**config.mk**
```make
export PLATFORM = sky130hd
export DESIGN_NAME = bg_pixel_mixer
export DESIGN_NICKNAME = d
export VERILOG_FILES = /design/src/rtl/bg_pixel_mixer.sv
export SDC_FILE = /design/constraint.sdc
export NUM_CORES = 1
export LEC_CHECK = 0
export CAP_MARGIN = 20
export CORE_UTILIZATION = 50
export DETAILED_ROUTE_END_ITERATION = 7
export PLACE_DENSITY = 0.95
export SLEW_MARGIN = 20
export SYNTH_ARGS = -nofsm -noshare
export SYNTH_HDL_FRONTEND = slang
export SYNTH_SLANG_ARGS = --single-unit
```
**constraint.sdc**
```tcl
create_clock -name clk_in -period 5.04 [get_ports clk_in]
set_input_delay 0.504 -clock clk_in [delete_from_list [all_inputs] [get_ports clk_in]]
set_output_delay 0.504 -clock clk_in [all_outputs]
set_load 0.02 [all_outputs]
```
**src/rtl/bg_pixel_mixer.sv**
```systemverilog
// Background/sprite pixel mixer: pops the BG FIFO, drops fine-scroll pixels, merges the sprite
// candidate, applies DMG palettes and emits one shade per pixel with its framebuffer address.
module bg_pixel_mixer #(
  parameter int unsigned X_MAX = 160,
  parameter int unsigned Y_MAX = 144,
  parameter int unsigned FB_AW = 15
) (
  input  logic             clk_in,
  input  logic             rst_in,
  input  logic             tclk_in,
  input  logic             line_start_in,
  input  logic [7:0]       Y_in,
  input  logic [7:0]       scx_in,
  output logic             bg_rd_en_out,
  input  logic [1:0]       bg_pixel_in,
  input  logic             bg_valid_in,
  input  logic [1:0]       sp_pixel_in,
  input  logic             sp_palette_in,
  input  logic             sp_priority_in,
  input  logic             sp_valid_in,
  input  logic             bg_ena_in,
  input  logic             obj_ena_in,
  input  logic [7:0]       bgp_in,
  input  logic [7:0]       obp0_in,
  input  logic [7:0]       obp1_in,
  output logic [7:0]       X_out,
  output logic [1:0]       pixel_out,
  output logic             pixel_valid_out,
  output logic [FB_AW-1:0] fb_addr_out,
  output logic             line_done_out
);

  typedef enum logic [1:0] {StIdle, StDiscard, StPush, StDone} state_e;

  state_e             r_state;
  logic [2:0]         r_disc;
  logic [FB_AW-1:0]   r_line_base;
  logic [7:0]         r_x;
  logic [1:0]         r_pixel;
  logic               r_valid;
  logic               r_done;
  logic [FB_AW-1:0]   r_fb_addr;

  logic               w_line_start;
  logic [1:0]         w_bi;
  logic               w_sp_win;
  logic [7:0]         w_pal;
  logic [1:0]         w_idx;
  logic [1:0]         w_shade;
  logic               w_last;
  logic [4:0]         w_unused_scx;

  assign w_unused_scx = scx_in[7:3];

  // Off-screen line starts (vblank lines) are ignored entirely.
  assign w_line_start = line_start_in && (32'(Y_in) < Y_MAX);

  assign w_bi     = bg_ena_in ? bg_pixel_in : 2'd0;
  assign w_sp_win = obj_ena_in && sp_valid_in && (sp_pixel_in != 2'd0) &&
                    !(sp_priority_in && (w_bi != 2'd0));
  assign w_pal    = w_sp_win ? (sp_palette_in ? obp1_in : obp0_in) : bgp_in;
  assign w_idx    = w_sp_win ? sp_pixel_in : w_bi;
  assign w_last   = (r_x == 8'(X_MAX - 1));

  always_comb begin
    w_shade = 2'd0;
    case (w_idx)
      2'd0:    w_shade = w_pal[1:0];
      2'd1:    w_shade = w_pal[3:2];
      2'd2:    w_shade = w_pal[5:4];
      default: w_shade = w_pal[7:6];
    endcase
  end

  assign bg_rd_en_out = tclk_in && ((r_state == StDiscard) || (r_state == StPush));

  always_ff @(posedge clk_in) begin
    if (rst_in) begin
      r_state     <= StIdle;
      r_disc      <= 3'd0;
      r_line_base <= '0;
      r_x         <= 8'd0;
      r_pixel     <= 2'd0;
      r_valid     <= 1'b0;
      r_done      <= 1'b0;
      r_fb_addr   <= '0;
    end else begin
      r_valid <= 1'b0;
      r_done  <= 1'b0;
      if (w_line_start) begin
        r_disc      <= scx_in[2:0];
        r_line_base <= FB_AW'(Y_in) * FB_AW'(X_MAX);
        r_x         <= 8'd0;
        r_state     <= (scx_in[2:0] != 3'd0) ? StDiscard : StPush;
      end else if (bg_valid_in) begin
        case (r_state)
          StDiscard: begin
            r_disc <= r_disc - 3'd1;
            if (r_disc == 3'd1) r_state <= StPush;
          end
          StPush: begin
            r_valid   <= 1'b1;
            r_pixel   <= w_shade;
            r_fb_addr <= r_line_base + FB_AW'(r_x);
            r_x       <= r_x + 8'd1;
            if (w_last) begin
              r_done  <= 1'b1;
              r_state <= StDone;
            end
          end
          default: ;
        endcase
      end
    end
  end

  assign X_out           = r_x;
  assign pixel_out       = r_pixel;
  assign pixel_valid_out = r_valid;
  assign fb_addr_out     = r_fb_addr;
  assign line_done_out   = r_done;

endmodule

```
Word level (Yosys, flattened, before mapping)

Index checks and enable logic that the tools add are counted.

Logic and storage cells: 62
Input port bits: 54
Flip-flop bits (word level): 42
Output and inout port bits: 28

Equality and inequality tests: 8
Multiplexer cells: 16
Bitwise operators: 3
Reduce and logical (&&, ||, !) cells: 22
Add/subtract/negate cells: 3
Magnitude comparators: 1
Multiply operators: 1

Operators by type and width:

| kind                   | number |
|---|---|
| $mux W8                | 2 |
| $add A15 B8 Y15        | 1 |
| $mux W2                | 7 |
| $mul A8 B3 Y10 const B | 1 |
| $mux W3                | 3 |
| $add A8 B1 Y8 const B  | 1 |
| $eq A8 B8 Y1 const B   | 1 |
| $lt A8 B8 Y1 const B   | 1 |
| $reduce_bool A2 Y1     | 4 |
| $logic_and A1 B1 Y1    | 6 |
| $pmux W2 S3            | 1 |
| $reduce_bool A3 Y1     | 2 |
| $eq A2 B1 Y1 const B   | 2 |
| $eq A2 B2 Y1 const B   | 2 |
| $pmux W2 S2            | 1 |
| $reduce_and A2 Y1      | 2 |
| $reduce_and A4 Y1      | 1 |
| $reduce_or A4 Y1       | 1 |
| $eq A3 B1 Y1 const B   | 1 |
| $ne A3 B2 Y1 const B   | 1 |
| $ne A3 B3 Y1 const B   | 1 |
| $not A1 Y1             | 3 |
| $reduce_and A3 Y1      | 1 |
| $reduce_or A3 Y1       | 1 |
| other kinds (6)        | 7 |

Depth between registers and ports, before layout

Gate-level depths: netlist (run 1).

Depth after elaboration: 8
Gate-level depth with buffers: 9
Mapped depth without buffers: 7

Worst setup path after synthesis (run 1)

Ideal clock, no wire load.

Kind: input -> register
Start point: input port Y_in[1]
End point: register r_line_base[14]
Data required time: 4.977 ns
Stages: 7
Setup time: 0.063 ns
Setup slack: 2.907 ns
Path buffers: 0
Data arrival time: 2.070 ns
Path through: ha_1 > ha_1 > fa_1 > a21o_1 > a211o_1 > a21oi_1 > nand3b_1

Word-level cells in the longest chain between the ends: 2
Elaborated cells on any way between the ends: 3
Classes of those cells: mul (1); order compare (1); reduce/logical (1)

RTL lines:

| element                                                | line | source |
|---|---|---|
| start, declared                                        | 12   | `input logic [7:0] Y_in,` |
| branches (longest 2 deep; another with $mul A8 B3 Y10) | -    |  |
| end signal, assigned                                   | 92   | `r_line_base <= FB_AW'(Y_in) * FB_AW'(X_MAX);` |
| end, declared                                          | 37   | `logic [FB_AW-1:0] r_line_base;` |

Several ways; the timed one is not identified.
A chain may end at the register's enable or synchronous reset.

Worst setup path after layout (run 1)

Ends and elaborated chain as after synthesis.

==> key figures, run 1 <==
Synthesis
  • Synth Area in Compound Gates: 17.92%
  • Synth top area share: 33.63%
  • Simple-gate share of the synthesized area: 21.07%
  • Largest family of logic cells by synthesized area: simple AND/OR/NAND/NOR gates
  • Synth cell count leaders: dfxtp_1, nand2_1, a21oi_1, ha_1, nor2_1
  • Cell type with the largest total area after synthesis: dfxtp_1
  • Cell area after synthesis: 2500 sq um
  • Asr flop ratio synth: 0%
  • Sequential-to-total area share from yosys stat: 33.63%
  • Syn_nets: 362
  • Synth warn: 0
  • Post-Syn Instances: 286
  • XOR/XNOR Fraction of Synth Area: 5.606%
  • Adder and majority cell fraction of the synthesized area: 11.61%
  • Top-count cell post-synth: dfxtp_1
  • Top post-synthesis cells by area: dfxtp_1, ha_1, nand2_1, a21oi_1, mux2i_1
  • #FFs+latches synth: 42
  • Number of synthesized flops with an enable pin: 0
  • Most common flop cell mapped by yosys: dfxtp_1
  • Post-synthesis mux area share: 5.806%
  • Syn Area/Cell: 8.741 sq um
  • Distinct cells, synth: 50

Setup path
  • Max FO, Critical Path: 2
  • Startpoint Class: input port
  • Critical Path Max Stage Delay: 0.46 ns
  • Crit-path cells: clkdlybuf4s50_1 > ha_1 > ha_1 > fa_1 > a21o_1 > a211o_1 > a21oi_1 > nand3b_1
  • Worst path most repeated cell: ha_1
  • CP max-delay cell: clkdlybuf4s50_1
  • Buffers and inverters on the worst path: 1
  • Reg2Reg Depth: 6
  • Worst reg2reg endpoint: fb_addr_out[8]
  • WS Path Type: input port to register
  • Setup crit end kind: register
  • Flop2flop setup slack: 3.00 ns
  • Worst EP arrival: 2.75 ns
  • Delay-heaviest family, CP: adder cells
  • CP Data Required Time: 5.29 ns
  • Worst r2r src: r_state[0]

Clock tree
  • TritonCTS clock tree: done
  • CTS H-tree depth: 2
  • Insertion delay to the later sink of the worst-skew pair: 0.30 ns
  • Worst-path clk slew: 0.08 ns
  • Clock Path Buffers: 2
  • CTS root buf: clkbuf_8
  • Hold-fix buffers at CTS: 0
  • CTS resizes: 0
  • CTS buffer count: 5
  • Post-CTS setup buffers: 0
  • CTS sink count: 42

Drt
  • Remaining antenna violation count: 0
  • Drt via density: 5.736
  • DR DRC count: 0
  • Vias: 2409
  • Post-DR wirelength/cell: 15.60 um
  • DR iter-0 viols: 229
  • WL final: 6.550 mm
  • DRT Pass-1 Iters: 5

Timing
  • Worst-Margin Slew: 0.7706 ns
  • Min Tclk post-route: 2.504 ns
  • Final Skew: 0.009877 ns
  • RSZ-0062 raised after global routing: no
  • Fin. max-slew vios: 0
  • Hold Vio Cnt, Final: 0
  • Final TNS setup: 0 ns
  • Final setup viols: 0
  • Fmax: 399.4 MHz
  • Tcrit/Tclk final: 49.67%
  • Max_slew headroom: 48.50%

Floorplan
  • Num rows: 25
  • Die X: 72.71 um
  • Die Y: 72.71 um
  • Ports: 82
  • Die area: 5287 sq um
  • Core area: 4755 sq um
  • Initial core utilization: 52.58%

Cells and area
  • Final core occ: 70.45%
  • Area Overhead vs Synth: 33.98%
  • Antenna diodes: 0
  • Nets@finish: 430
  • Non-filler cells, final: 420
  • Fraction of layout cells with a size suffix above 1: 3.966%

Global routing
  • Largest net degree at the start of global routing: 44
  • GRT Residual Overflow: 0
  • Total track usage: 26.24%
  • First-pass GRT wire length: 10.63 mm
  • Antenna violations before repair: 0
  • Vias in the first global route: 2271

Power
  • Pwr/cell area: 223.9 nW/um^2
  • Peak supply drop: 0.0001081 V
  • Overall Power: 0.7498 mW
  • Cell leakage power: 1.256 nW

Placed design
  • Port bufs: 74
  • Final Wtd Congestion: 0.8272
  • Dpl cells: 414
  • Hpwl dp: 4.630 mm

Hold path
  • Hold Path Class: register to register
  • Hold depth: 2
  • Hold endpoint: fb_addr_out[7]
  • HP Start: fb_addr_out[7]

Job
  • Max cap viols: 0

Outcome
  • Status: complete, no violations
worst min-delay path, stage by stage (launching register included):
cell and delay [ns]:
dfxtp_1 0.31, nand2_1 0.05, a21oi_1 0.05
kinds of logic after synthesis:
kind of cell / after synthesis
muxes: 12
buffers and inverters: 25
and+or+nand+nor: 104
adders and majority gates: 22
DFF: 42
xor gates and xnor gates: 16
AOI/OAI and AO/OA: 65
per-layer routing:
| layer | part of all wire (%) | GRT usage (%) |
|---|---|---|
| met5 | 0 | 0 |
| met4 | 4.2 | 15.69 |
| met3 | 4.7 | 5.387 |
| met2 | 51 | 45.07 |
| met1 | 40 | 30.04 |
flip-flops by register name, summed over array words and instances (netlist names):
signal and cells:
X_out 8, fb_addr_out 15, line_done_out 1, pixel_out 2, pixel_valid_out 1, r_disc 3
r_line_base 10, r_state 2
layout by cell type, fill, tap and decap left out, drive strengths merged, types with 2 or more instances in the layout:
cell	Yosys	layout
xnor2	9	9
nand2	36	36
mux4	2	2
clkdlybuf4s50	0	74
and2	2	2
nor4b	2	2
mux2i	10	10
clkbuf	7	6
and3	5	5
or3	5	5
nor4	2	2
nor3b	2	2
nand2b	3	3
nor2	16	16
a21o	4	4
a211oi	10	10
o21ai	6	6
a311oi	3	3
nand3b	2	2
a21oi	20	20
a211o	3	3
fa	2	2
xor2	7	7
ha	20	20
nor2b	3	3
o211ai	3	3
inv	10	10
a31oi	4	4
nor3	11	11
dfxtp	42	42
nand4	5	5
nand3	6	6
o2111ai	3	3
stage by stage:
stage          worst slack, ns  hold slack, ns  instance area, sq um
5_1_grt                  2.422          0.4780                  3349
3_5_place_dp             2.267          0.4430                  3264
2_1_floorplan            2.907          0.4400                  2500
6_report                 2.536          0.4495                  3349
3_3_place_gp             2.369          0.4372                  3264
4_1_cts                  2.557          0.4525                  3347
how the worst max path moves through the flow:
stage	startpoint	to	slack, ns	cells after the start
3_3_place_gp	Y_in[1]	r_line_base[14]	2.37	8
2_1_floorplan	Y_in[1]	r_line_base[14]	2.91	7
6_report	Y_in[1]	r_line_base[14]	2.54	8
5_1_grt	line_start_in	r_state[1]	2.42	5
3_5_place_dp	Y_in[1]	r_line_base[14]	2.27	8
4_1_cts	Y_in[1]	r_line_base[14]	2.56	8
cell type report:
type / count / area, sq um
repair buffers: 75 / 748.2
inverters: 11 / 41.29
clock buffers: 6 / 82.58
flip-flops and latches: 42 / 840.8
multi-input cells: 219 / 1553
fillers: 365 / 1405
well taps: 67 / 83.83
where the power goes:
part           internal [mW]  total, mW  switching (mW)
logic                 0.0880      0.175          0.0868
registers              0.346      0.358          0.0115
clock network          0.106      0.217           0.112
total                  0.540      0.750           0.210
Note: power is estimated with default switching activity, not from simulation.
==> run 2, diff against run 1 <==
- CORE_UTILIZATION: 50 -> 46
- PLACE_DENSITY: 0.95 -> 0.9
- clock period: 5.04 -> 2.6 ns (I/O delays scaled with it)
==> key figures, run 2 (synthesis gave the netlist of run 1 again) <==
Setup path
  • Buffers and inverters on the worst path: 1 (unchanged)
  • CP Data Required Time: 2.84 ns (-2.45 ns)
  • WS Path Type: input port to register
  • Crit. Startpoint: Y_in[1]
  • Worst path most repeated cell: ha_1
  • Setup crit end kind: register
  • Worst reg2reg endpoint: fb_addr_out[13]
  • CP max-delay cell: clkdlybuf4s50_1
  • Crit-path cells: clkdlybuf4s50_1 > ha_1 > ha_1 > fa_1 > a21o_1 > a211o_1 > a21oi_1 > nand3b_1
  • Crit path depth: 8 (unchanged)
  • Reg2Reg Depth: 7 (+1)
  • Critical path endpoint: r_line_base[14]
  • Critical Path Max Stage Delay: 0.43 ns (-0.03 ns)
  • Max FO, Critical Path: 2 (unchanged)
  • Worst r2r src: X_out[5]
  • Worst EP arrival: 2.41 ns (-0.34 ns)
  • Flop2flop setup slack: 0.63 ns (-2.37 ns)
  • Startpoint Class: input port
  • Delay-heaviest family, CP: adder cells

Cells and area
  • Most common cell after layout, fill and taps aside: clkdlybuf4s50_1
  • Area Overhead vs Synth: 35.59%
  • Fraction of layout cells with a size suffix above 1: 5.000% (+1.0 points)
  • Max reg flops: 15 (unchanged)
  • Most frequent cells in the layout: clkdlybuf4s50_1, dfxtp_1, nand2_1
  • Nets@finish: 436 (+1.4%)
  • Antenna diodes: 0 (unchanged)

Drt
  • DRT met1 WL: 2.554 mm (-2.7%)
  • Highest routed layer: met4
  • Wire length on met2: 2.942 mm (-12%)
  • DR iter-0 viols: 150 (-34%)
  • DRT Pass-1 Iters: 4 (-1)
  • WL final: 5.833 mm (-11%)
  • Post-DR wirelength/cell: 13.57 um (-13%)
  • DR DRC count: 0 (unchanged)
  • Remaining antenna violation count: 0 (unchanged)
  • Vias: 2368 (-1.7%)
  • Drt via density: 5.507 (-4.0%)
  • Met3 WL: 223 um (-28%)

Timing
  • Hold Vio Cnt, Final: 0 (unchanged)
  • Worst-Margin Slew: 0.5868 ns (-0.1838 ns)
  • Final setup viols: 0 (unchanged)
  • RSZ-0062 raised after global routing: no
  • Final TNS setup: 0 ns (unchanged)
  • Tcrit/Tclk final: 83.62%
  • Fmax: 460.0 MHz
  • Max_slew headroom: 60.73% (+12 points)
  • Hold slack final: 0.4530 ns (+0.003467 ns)
  • Min Tclk post-route: 2.174 ns
  • Fin. max-slew vios: 0 (unchanged)
  • Final Skew: 0.004930 ns (-0.004947 ns)

Global routing
  • Vias in the first global route: 2120 (-6.6%)
  • Largest net degree at the start of global routing: 25 (-43%)
  • First-pass GRT wire length: 9.570 mm (-9.9%)
  • Total track usage: 22.26% (-4.0 points)
  • GRT Residual Overflow: 0 (unchanged)
  • Antenna violations before repair: 0 (unchanged)

Outcome
  • Status: complete, no violations

Placed design
  • Hpwl dp: 4.661 mm (+0.66%)
  • Final Wtd Congestion: 0.8736 (+5.6%)
  • Port bufs: 74 (unchanged)

Hold path
  • Hold Path Class: register to register

Clock tree
  • CTS H-tree depth: 2 (unchanged)
  • Clock Path Buffers: 2 (unchanged)
  • CTS resizes: 0 (unchanged)
  • CTS root buf: clkbuf_8
  • TritonCTS clock tree: done
  • Insertion delay to the later sink of the worst-skew pair: 0.29 ns (about the same)
  • Worst-path clk slew: 0.07 ns (about the same)
  • CTS sink count: 42 (unchanged)
  • Hold-fix buffers at CTS: 0 (unchanged)
  • Post-CTS setup buffers: 0 (unchanged)
  • CTS buffer count: 5 (unchanged)

Power
  • Peak supply drop: 0.0001934 V (+79%)
  • Pwr/cell area: 419.4 nW/um^2 (+87%)
  • Cell leakage power: 1.280 nW (+1.9%)

Job
  • Max cap viols: 0 (unchanged)

Floorplan
  • Die X: 75.72 um (+4.1%)
  • Initial core utilization: 48.33% (-4.2 points)
  • Core area: 5172 sq um (+8.8%)
  • Die Y: 75.72 um (+4.1%)
  • Die area: 5734 sq um (+8.5%)
  • Ports: 82 (unchanged)
  • Num rows: 26 (+4.0%)
run 2: cell count changes in the layout (fill, tap and decap cells not counted), sizes merged:
cell | before | now
buf | 1 | 7
clkbuf | 6 | 7
run 2: routing by layer:
metal  global-route usage [%]  vias up
li1                         -     1194
met1                    27.21     1103
met2                    37.90       60
met3                    5.423       11
met4                    8.436        0
met5                        0        -
run 2: how the worst min path moves through the flow:
| stage | from | endpoint | slack [ns] | depth (start not counted) |
|---|---|---|---|---|
| floorplan | Y_in[0] | r_line_base[5] | 0.40 | 2 |
| global placement | fb_addr_out[0] | fb_addr_out[0] | 0.44 | 2 |
| detailed placement | fb_addr_out[0] | fb_addr_out[0] | 0.45 | 2 |
| CTS | fb_addr_out[0] | fb_addr_out[0] | 0.46 | 2 |
| global route | fb_addr_out[1] | fb_addr_out[1] | 0.47 | 2 |
| finish | fb_addr_out[4] | fb_addr_out[4] | 0.45 | 2 |
run 2: cell type report:
| cell class | instances | area (sq um) |
|---|---|---|
| clock buffers | 7 | 76.32 |
| fillers | 408 | 1783 |
| inverters | 11 | 41.29 |
| multi-input cells | 219 | 1550 |
| flip-flops and latches | 42 | 840.8 |
| well taps | 70 | 87.58 |
| repair buffers | 81 | 793.3 |
run 2: metrics by stage:
stage               worst slack, ns  std cells  utilization, %  total power, mW  instance area [sq um]
floorplan                    0.7078        286               -           0.8933                   2500
CTS                          0.4473        430           65.53            1.422                   3390
finish                       0.4259        430           65.53            1.422                   3390
detailed placement           0.1445        423           64.05            1.041                   3313
global route                 0.3597        430           65.53            1.495                   3390
global placement             0.1959        423           64.05            1.028                   3313
run 2: power by group:
group	leakage, nW	switching [mW]	internal (mW)
logic	0.900	0.159	0.175
registers	0.341	0.0225	0.671
clock network	0.0383	0.209	0.185
total	1.28	0.390	1.03
run 2: worst register-to-register path: stages, from the launching register on:
cell       delay, ns
dfxtp_1         0.44
ha_1            0.24
inv_1           0.07
fa_1            0.39
nor2b_1         0.21
o2111ai_1       0.14
xor2_1          0.18
a211oi_1        0.22
==> run 3, diff against run 2 <==
- clock period: 2.6 -> 2.2 ns (I/O delays scaled with it)
==> key figures, run 3 (synthesis gave the netlist of run 1 again) <==
Clock tree
  • CTS H-tree depth: 2 (unchanged)
  • Clock Path Buffers: 2 (unchanged)
  • Insertion delay to the later sink of the worst-skew pair: 0.30 ns (about the same)
  • TritonCTS clock tree: done
  • CTS buffer count: 5 (unchanged)
  • Hold-fix buffers at CTS: 0 (unchanged)
  • CTS resizes: 0 (unchanged)
  • Worst-path clk slew: 0.07 ns (about the same)
  • Post-CTS setup buffers: 0 (unchanged)
  • CTS sink count: 42 (unchanged)
  • CTS root buf: clkbuf_8

Drt
  • Vias: 2419 (+2.2%)
  • Remaining antenna violation count: 0 (unchanged)
  • WL final: 6.014 mm (+3.1%)
  • Drt via density: 5.535 (+0.52%)
  • DR DRC count: 0 (unchanged)
  • Post-DR wirelength/cell: 13.76 um (+1.5%)
  • DRT Pass-1 Iters: 4 (unchanged)
  • DR iter-0 viols: 102 (-32%)

Job
  • Max cap viols: 0 (unchanged)

Hold path
  • HP Start: fb_addr_out[7]
  • Hold Path Class: register to register

Setup path
  • CP max-delay cell: clkdlybuf4s50_1
  • WS Path Type: input port to register
  • Max FO, Critical Path: 2 (unchanged)
  • Critical Path Max Stage Delay: 0.44 ns (about the same)
  • Setup crit end kind: register
  • Crit-path cells: clkdlybuf4s50_1 > ha_1 > ha_1 > fa_2 > a21o_1 > a211o_1 > a21oi_1 > nand3b_1
  • Worst EP arrival: 2.32 ns (-0.09 ns)
  • CP Data Required Time: 2.44 ns (-0.40 ns)
  • Crit. Startpoint: Y_in[1]
  • Startpoint Class: input port
  • Worst path most repeated cell: ha_1
  • Worst r2r src: X_out[5]

Cells and area
  • Most frequent cells in the layout: clkdlybuf4s50_1, dfxtp_1, nand2_1
  • Non-filler cells, final: 437 (+1.6%)
  • Max reg flops: 15 (unchanged)
  • Fraction of layout cells with a size suffix above 1: 7.357% (+2.4 points)
  • Antenna diodes: 0 (unchanged)
  • Nets@finish: 442 (+1.4%)
  • Area Overhead vs Synth: 38.09%
  • Most common cell after layout, fill and taps aside: clkdlybuf4s50_1
  • Final core occ: 66.74% (+1.2 points)

Power
  • Overall Power: 1.733 mW (+22%)
  • Pwr/cell area: 502.1 nW/um^2 (+20%)
  • Cell leakage power: 1.318 nW (+3.0%)
  • Peak supply drop: 0.0002372 V (+23%)

Floorplan
  • Num rows: 26 (unchanged)
  • Ports: 82 (unchanged)
  • Initial core utilization: 48.33% (unchanged)
  • Core area: 5172 sq um (unchanged)
  • Die area: 5734 sq um (unchanged)
  • Die X: 75.72 um (unchanged)
  • Die Y: 75.72 um (unchanged)

Global routing
  • Antenna violations before repair: 0 (unchanged)
  • First-pass GRT wire length: 10.19 mm (+6.5%)
  • GRT Residual Overflow: 0 (unchanged)
  • Total track usage: 23.44% (+1.2 points)
  • Vias in the first global route: 2272 (+7.2%)
  • Largest net degree at the start of global routing: 24 (-4.0%)

Timing
  • Worst-Margin Slew: 0.4483 ns (-0.1385 ns)
  • Fin. max-slew vios: 0 (unchanged)
  • Tcrit/Tclk final: 94.51%
  • Max_slew headroom: 70.00% (+9.3 points)
  • Final setup margin: 0.1208 ns (-0.3051 ns)
  • RSZ-0062 raised after global routing: no
  • Hold slack final: 0.4521 ns (-0.0008970 ns)
  • Min Tclk post-route: 2.079 ns
  • Final Skew: 0.006030 ns (+0.001100 ns)
  • Fmax: 480.9 MHz
  • Final setup viols: 0 (unchanged)
  • Hold Vio Cnt, Final: 0 (unchanged)

Outcome
  • Status: complete, no violations

Placed design
  • Hpwl dp: 4.810 mm (+3.2%)
  • Dpl cells: 429 (+1.4%)
  • Port bufs: 74 (unchanged)
  • DP Worst Slack: -0.2211 ns (-0.3656 ns)
  • Final Wtd Congestion: 0.9417 (+7.8%)
run 3: cell types whose count changed in the layout (fill, tap and decap cells not counted), sizes merged:
cell,before,now
clkinv,1,2
buf,7,13
run 3: path summary, 6_finish.rpt:
kind / end / slack [ns] / depth (start not counted)
setup / recovery: r_line_base[14] / 0.12 / 8
hold / removal: fb_addr_out[7] / 0.45 / 2
setup reg to reg: fb_addr_out[9] / 0.21 / 7
hold reg to reg: fb_addr_out[7] / 0.45 / 2
run 3: critical path: cells and delay by family:
| kind | cells | cell delay (ns) |
|---|---|---|
| AND/OR/NAND/NOR | 1 | 0.11 |
| buffers and inverters | 1 | 0.44 |
| adder cells (fa/ha/maj) | 3 | 0.91 |
| AO/OA/AOI/OAI | 3 | 0.64 |
run 3: final cells by class:
| type | count | area [sq um] |
|---|---|---|
| tap | 70 | 87.58 |
| multi-input combinational | 219 | 1553 |
| inverter | 11 | 41.29 |
| clock inverter | 1 | 5.005 |
| fill | 419 | 1720 |
| sequential | 42 | 840.8 |
| clock buffer | 7 | 86.33 |
| timing repair buffer | 87 | 838.3 |
run 3: metrics by stage:
stage / instance area, sq um / TNS, ns
5_1_grt: 3452 / 0
6_report: 3452 / 0
3_5_place_dp: 3358 / -0.4592
4_1_cts: 3450 / 0
2_1_floorplan: 2500 / 0
3_3_place_gp: 3358 / -0.2495
run 3: layer usage:
metal	GRT usage, %	wire, um	share of wire [%]	vias up
li1	-	-	-	1199
met1	28.13	2711	45	1162
met2	41.77	3042	51	46
met3	3.968	163	2.7	12
met4	9.053	96	1.6	0
met5	0	0	0	-
run 3: power breakdown:
part / internal (mW) / switching [mW] / leakage (nW) / total, mW
logic: 0.215 / 0.194 / 0.929 / 0.409
clock network: 0.253 / 0.253 / 0.0482 / 0.506
registers: 0.793 / 0.0260 / 0.341 / 0.819
